File: config.mk
export PLATFORM = sky130hd
export DESIGN_NAME = fact_mmio_if
export DESIGN_NICKNAME = d
export VERILOG_FILES = /design/src/rtl/fact_pkg.sv /design/src/rtl/fact_watchdog.sv /design/src/rtl/fact_mmio_if.sv
export SDC_FILE = /design/constraint.sdc
export NUM_CORES = 1
export LEC_CHECK = 0
export ABC_AREA = 1
export BUFFER_PORTS_ARGS = -buffer_cell sky130_fd_sc_hd__buf_4
export CORE_UTILIZATION = 51
export CTS_CLUSTER_SIZE = 8
export DETAILED_ROUTE_END_ITERATION = 8
export GPL_TIMING_DRIVEN = 0
export PLACE_DENSITY = 0.83
export SYNTH_ARGS = -nofsm -noshare
export SYNTH_HDL_FRONTEND = slang
export SYNTH_SLANG_ARGS = --single-unit
File: constraint.sdc
create_clock -name clk -period 2.6 [get_ports clk]
set_input_delay 0.52 -clock clk [delete_from_list [all_inputs] [get_ports clk]]
set_output_delay 0.52 -clock clk [all_outputs]
set_load 0.05 [all_outputs]
File: src/rtl/fact_pkg.sv
// Shared constants for the factorial accelerator register front end:
// bus register map, STATUS bit positions and the front-end FSM encoding.
package fact_pkg;

  localparam logic [1:0] ADDR_N      = 2'd0;
  localparam logic [1:0] ADDR_GO     = 2'd1;
  localparam logic [1:0] ADDR_STATUS = 2'd2;
  localparam logic [1:0] ADDR_RESULT = 2'd3;

  localparam int STAT_DONE    = 0;
  localparam int STAT_ERR     = 1;
  localparam int STAT_TIMEOUT = 2;
  localparam int STAT_BUSY    = 3;

  typedef enum logic [1:0] {
    ST_IDLE  = 2'd0,
    ST_ISSUE = 2'd1,
    ST_BUSY  = 2'd2
  } state_t;

endpackage

File: src/rtl/fact_watchdog.sv
// Saturating BUSY-cycle counter: clears on request, counts while enabled and
// flags expiry on the cycle the count reaches LIMIT-1 (it never wraps).
module fact_watchdog
  import fact_pkg::*;
#(
  parameter int LIMIT = 255,
  parameter int CNT_W = $clog2(LIMIT + 1)
) (
  input  logic clk,
  input  logic reset,
  input  logic i_clear,
  input  logic i_en,
  output logic o_expired
);

  logic [CNT_W-1:0] r_count;

  assign o_expired = (r_count == CNT_W'(LIMIT - 1));

  // Counter holds at the limit so the FSM alone decides when to leave BUSY.
  always_ff @(posedge clk or posedge reset) begin
    if (reset) begin
      r_count <= '0;
    end else if (i_clear) begin
      r_count <= '0;
    end else if (i_en && !o_expired) begin
      r_count <= r_count + 1'b1;
    end else begin
      r_count <= r_count;
    end
  end

endmodule

File: src/rtl/fact_mmio_if.sv
// Memory-mapped front end for the factorial core: holds operand N, issues a
// one-cycle go, tracks busy/done/error/timeout and latches the core result.
module fact_mmio_if
  import fact_pkg::*;
#(
  parameter int DATA_W      = 32,
  parameter int N_W         = 4,
  parameter int TIMEOUT_CYC = 255
) (
  input  logic              clk,
  input  logic              reset,
  input  logic              we,
  input  logic [1:0]        addr,
  input  logic [DATA_W-1:0] wdata,
  output logic [DATA_W-1:0] rdata,
  output logic [N_W-1:0]    core_n,
  output logic              core_go,
  input  logic              core_done,
  input  logic              core_error,
  input  logic [DATA_W-1:0] core_result
);

  state_t            r_state;
  logic [N_W-1:0]    r_n;
  logic [DATA_W-1:0] r_result;
  logic              r_done;
  logic              r_err;
  logic              r_timeout;
  logic              r_go;

  logic       w_busy;
  logic       w_accept;
  logic       w_wd_en;
  logic       w_wd_expired;
  logic [3:0] w_status;
  logic       w_unused_wdata;

  assign w_busy   = (r_state != ST_IDLE);
  assign w_accept = (r_state == ST_IDLE) && we && (addr == ADDR_GO) && wdata[0];
  assign w_wd_en  = (r_state == ST_BUSY) && !core_error && !core_done;
  assign w_unused_wdata = ^wdata[DATA_W-1:N_W];

  assign core_n  = r_n;
  assign core_go = r_go;

  fact_watchdog #(
    .LIMIT (TIMEOUT_CYC)
  ) u_watchdog (
    .clk       (clk),
    .reset     (reset),
    .i_clear   (w_accept),
    .i_en      (w_wd_en),
    .o_expired (w_wd_expired)
  );

  // Operand register; frozen while an operation is in flight.
  always_ff @(posedge clk or posedge reset) begin
    if (reset) begin
      r_n <= '0;
    end else if (we && (addr == ADDR_N) && !w_busy) begin
      r_n <= wdata[N_W-1:0];
    end else begin
      r_n <= r_n;
    end
  end

  // Control FSM with registered go pulse, sticky status and result capture.
  always_ff @(posedge clk or posedge reset) begin
    if (reset) begin
      r_state   <= ST_IDLE;
      r_go      <= 1'b0;
      r_done    <= 1'b0;
      r_err     <= 1'b0;
      r_timeout <= 1'b0;
      r_result  <= '0;
    end else begin
      case (r_state)
        ST_IDLE: begin
          if (w_accept) begin
            r_state   <= ST_ISSUE;
            r_go      <= 1'b1;
            r_done    <= 1'b0;
            r_err     <= 1'b0;
            r_timeout <= 1'b0;
          end else begin
            r_go <= 1'b0;
          end
        end
        ST_ISSUE: begin
          r_go    <= 1'b0;
          r_state <= ST_BUSY;
        end
        ST_BUSY: begin
          r_go <= 1'b0;
          // Error outranks done: a faulted product must never reach RESULT.
          if (core_error) begin
            r_err   <= 1'b1;
            r_state <= ST_IDLE;
          end else if (core_done) begin
            r_result <= core_result;
            r_done   <= 1'b1;
            r_state  <= ST_IDLE;
          end else if (w_wd_expired) begin
            r_timeout <= 1'b1;
            r_err     <= 1'b1;
            r_state   <= ST_IDLE;
          end else begin
            r_state <= ST_BUSY;
          end
        end
        default: begin
          r_go    <= 1'b0;
          r_state <= ST_IDLE;
        end
      endcase
    end
  end

  // STATUS word assembly.
  always_comb begin
    w_status               = 4'd0;
    w_status[STAT_DONE]    = r_done;
    w_status[STAT_ERR]     = r_err;
    w_status[STAT_TIMEOUT] = r_timeout;
    w_status[STAT_BUSY]    = w_busy;
  end

  // Combinational read mux.
  always_comb begin
    rdata = '0;
    case (addr)
      ADDR_N:      rdata = DATA_W'(r_n);
      ADDR_GO:     rdata = DATA_W'(w_busy);
      ADDR_STATUS: rdata = DATA_W'(w_status);
      ADDR_RESULT: rdata = r_result;
      default:     rdata = '0;
    endcase
  end

endmodule

==> impl_metrics.ini <==
[timing]
post-route-period-util_pct = 85.4
worst_slack_ns = 0.380
maxSlewHeadroom_pct = 67.2
rsz0062_at_grt = no
max_freq_ghz = 0.451
skew_ns = 0.00249
tightest_slew_ns = 0.490
tns_ns = 0
slew_violations = 0
hold_viol = 0
setup_viol = 0
period_needed_ns = 2.22

[cts]
cts_tree = yes
cts_setup_buffers = 0
cts_root_buf = clkbuf_8
htree_levels = 2
hold_buffers = 0
ctsResizeCount = 0
clock_latency_ns = 0.30
clkTransAtPathRegs_ns = 0.09
cts.sinks = 50
clockBufferDepth = 2
cts_buffers = 5

[power]
seqPwrFrac_pct = 47.1
swShare_pct = 35.4
p_per_area_nw_per_um2 = 669
intPower_mw = 1.39
p_leak_nw = 1.84
pwr-share-comb_pct = 31.4
irDropWorstVdd_uv = 415
switching_power_mw = 0.760
clockPowerShare_pct = 21.5

[place]
gp_congestion = 0.907
io_buffers = 79
pre_cts_slack_ns = 0.363
dp_hpwl_um = 4330

[grt]
grt_pass1_wl_um = 9490
grt_overflow_total = 0
grt_pass1_vias = 2138
grt_max_degree = 41
grt_use_total_pct = 24.0
antenna_found_initial = 0

[route]
drt_first_pass_iters = 6
ant_nets = 0
drt_wl_total_um = 5610
wl_per_cell_um = 12.7
viasPerCell = 4.92
drc = 5
first_iter_violations = 182
num_vias = 2181

[critical_path]
endpoint_kind = output port
critPathRequiredTime_ns = 2.08
reg2regPathDepth = 8
crit_fanout = 10
reg2reg_from = r_state[0]
criticalPathCategory = in2out
critPathLaunchType = input port
reg2reg_slack_ns = 1.09
reg2reg_to = u_watchdog.r_count[3]
worstPathArrival_ns = 1.70

[cells_and_area]
final_cell_mix = buf_4 (79), nor2_1 (64), nand2_1 (56)
area_delta_synth_final_pct = 31.7
layout.nets = 463
diodes = 0
final_common_cell = buf_4
fill_cells = 345
drive_gt1_share_pct = 27.1

[yosys]
synth-seq-area-share_pct = 51.3
yosys.area_share.simple_pct = 26.7
syn_area_um2 = 2440
synthAdderAreaFrac_pct = 1.03
ys_ff_latch = 50
yosys_warnings = 0
syn_nets = 376
yosys-mux-area-fraction_pct = 2.15
syn_inst = 303
synth_compound_area_share_pct = 7.44
avgSynthCellArea_um2 = 8.05
synth_top_family_by_area = simple AND/OR/NAND/NOR gates
ys_types = 24
synth-xor-area-share_pct = 1.44

[floorplan]
die_h_um = 71.2
die_w_um = 71.2
die_area_um2 = 5060
start_util_pct = 54.5
rows = 24
io_pins = 108
core_um2 = 4470

[outcome]
status = complete, but fails checks
failed_checks = DRC

[hold_path]
min_path_type = in2async

[run]
drv_cap = 0
[sequential cells by signal, indices dropped and copies added (netlist names)]
signal and cells:
r_result 32, u_watchdog.r_count 8, core_n 4, r_state 2, core_go 1, r_done 1
r_err 1, r_timeout 1
[power groups by stage]
stage	combinational (mW)	clock, mW	sequential (mW)
after CTS	0.680	0.472	1.01
final	0.675	0.462	1.01
after detailed placement	0.678	0	1.03
after floorplan	0.456	0	1.05
after global placement	0.651	0	1.02
after global routing	0.741	0.504	1.03
[layout make-up]
class,instances,area (µm²),area share (%)
sequential,50,1250,38.9
multi-input combinational,195,946,29.4
buffer,9,58.8,1.83
clock inverter,2,12.5,0.389
clock buffer,6,82.6,2.57
tap,52,65.1,2.02
inverter,49,184,5.72
timing repair buffer,80,613,19.1
[cell usage after synthesis]
cell / number / area (µm²)
buf_2: 2 / 10.0
o21ai_0: 2 / 10.0
o21bai_1: 2 / 15.0
mux2_4: 2 / 30.0
nor2_2: 1 / 6.26
o22ai_1: 1 / 6.26
dfrtp_1: 50 / 1250
a21oi_1: 30 / 150
buf_6: 3 / 33.8
inv_1: 48 / 180
clkbuf_1: 4 / 15.0
inv_2: 1 / 3.75
nor2_4: 2 / 22.5
nand2_2: 1 / 6.26
nand3_1: 20 / 100
nand3_4: 2 / 35.0
nand2_1: 56 / 210
nand4_1: 2 / 12.5
nand3b_1: 1 / 7.51
nor2_1: 64 / 240
ha_1: 2 / 25.0
nand2_4: 1 / 11.3
mux2_2: 2 / 22.5
xor2_1: 4 / 35.0
[metal layers]
layer | global-route usage [%] | vias up | share of wire (%)
li1 | - | 1098 | -
met1 | 29.8 | 1026 | 41
met2 | 42.9 | 51 | 53
met3 | 4.84 | 6 | 4.2
met4 | 6.22 | 0 | 1.1
met5 | 0 | - | 0
[logic make-up after synthesis]
family	Yosys count
and+or+nand+nor	150
buffers and inverters	58
DFF	50
AOI/OAI and AO/OA	35
xor gates and xnor gates	4
muxes	4
adders and majority gates	2
[metrics by stage]
| stage | cell area, µm² | instances | total power [mW] | hold WS, ns | util [%] |
|---|---|---|---|---|---|
| finish | 3210 | 443 | 2.15 | 0.145 | 71.8 |
| global placement | 3100 | 434 | 1.67 | 0.458 | 69.2 |
| floorplan | 2440 | 303 | 1.51 | 0.442 | - |
| global route | 3210 | 443 | 2.27 | 0.157 | 71.8 |
| CTS | 3210 | 443 | 2.17 | 0.149 | 71.8 |
| detailed placement | 3120 | 435 | 1.71 | 0.464 | 69.7 |
[how the worst max path moves through the flow]
stage / from / endpoint / slack (ns) / depth (start not counted)
2_1_floorplan: addr[0] / rdata[12] / 0.50 / 4
3_3_place_gp: reset / core_n[2] / 0.30 / 2
3_5_place_dp: addr[0] / rdata[13] / 0.36 / 6
4_1_cts: addr[0] / rdata[13] / 0.36 / 6
5_1_grt: addr[0] / rdata[9] / 0.23 / 6
6_report: addr[0] / rdata[13] / 0.38 / 6
[critical path, stage by stage]
cell,delay (ns)
buf_4,0.13
nand2_1,0.09
clkbuf_1,0.38
buf_2,0.32
nor2_1,0.07
buf_4,0.19
No activity file was read; power rests on OpenSTA's default activity.
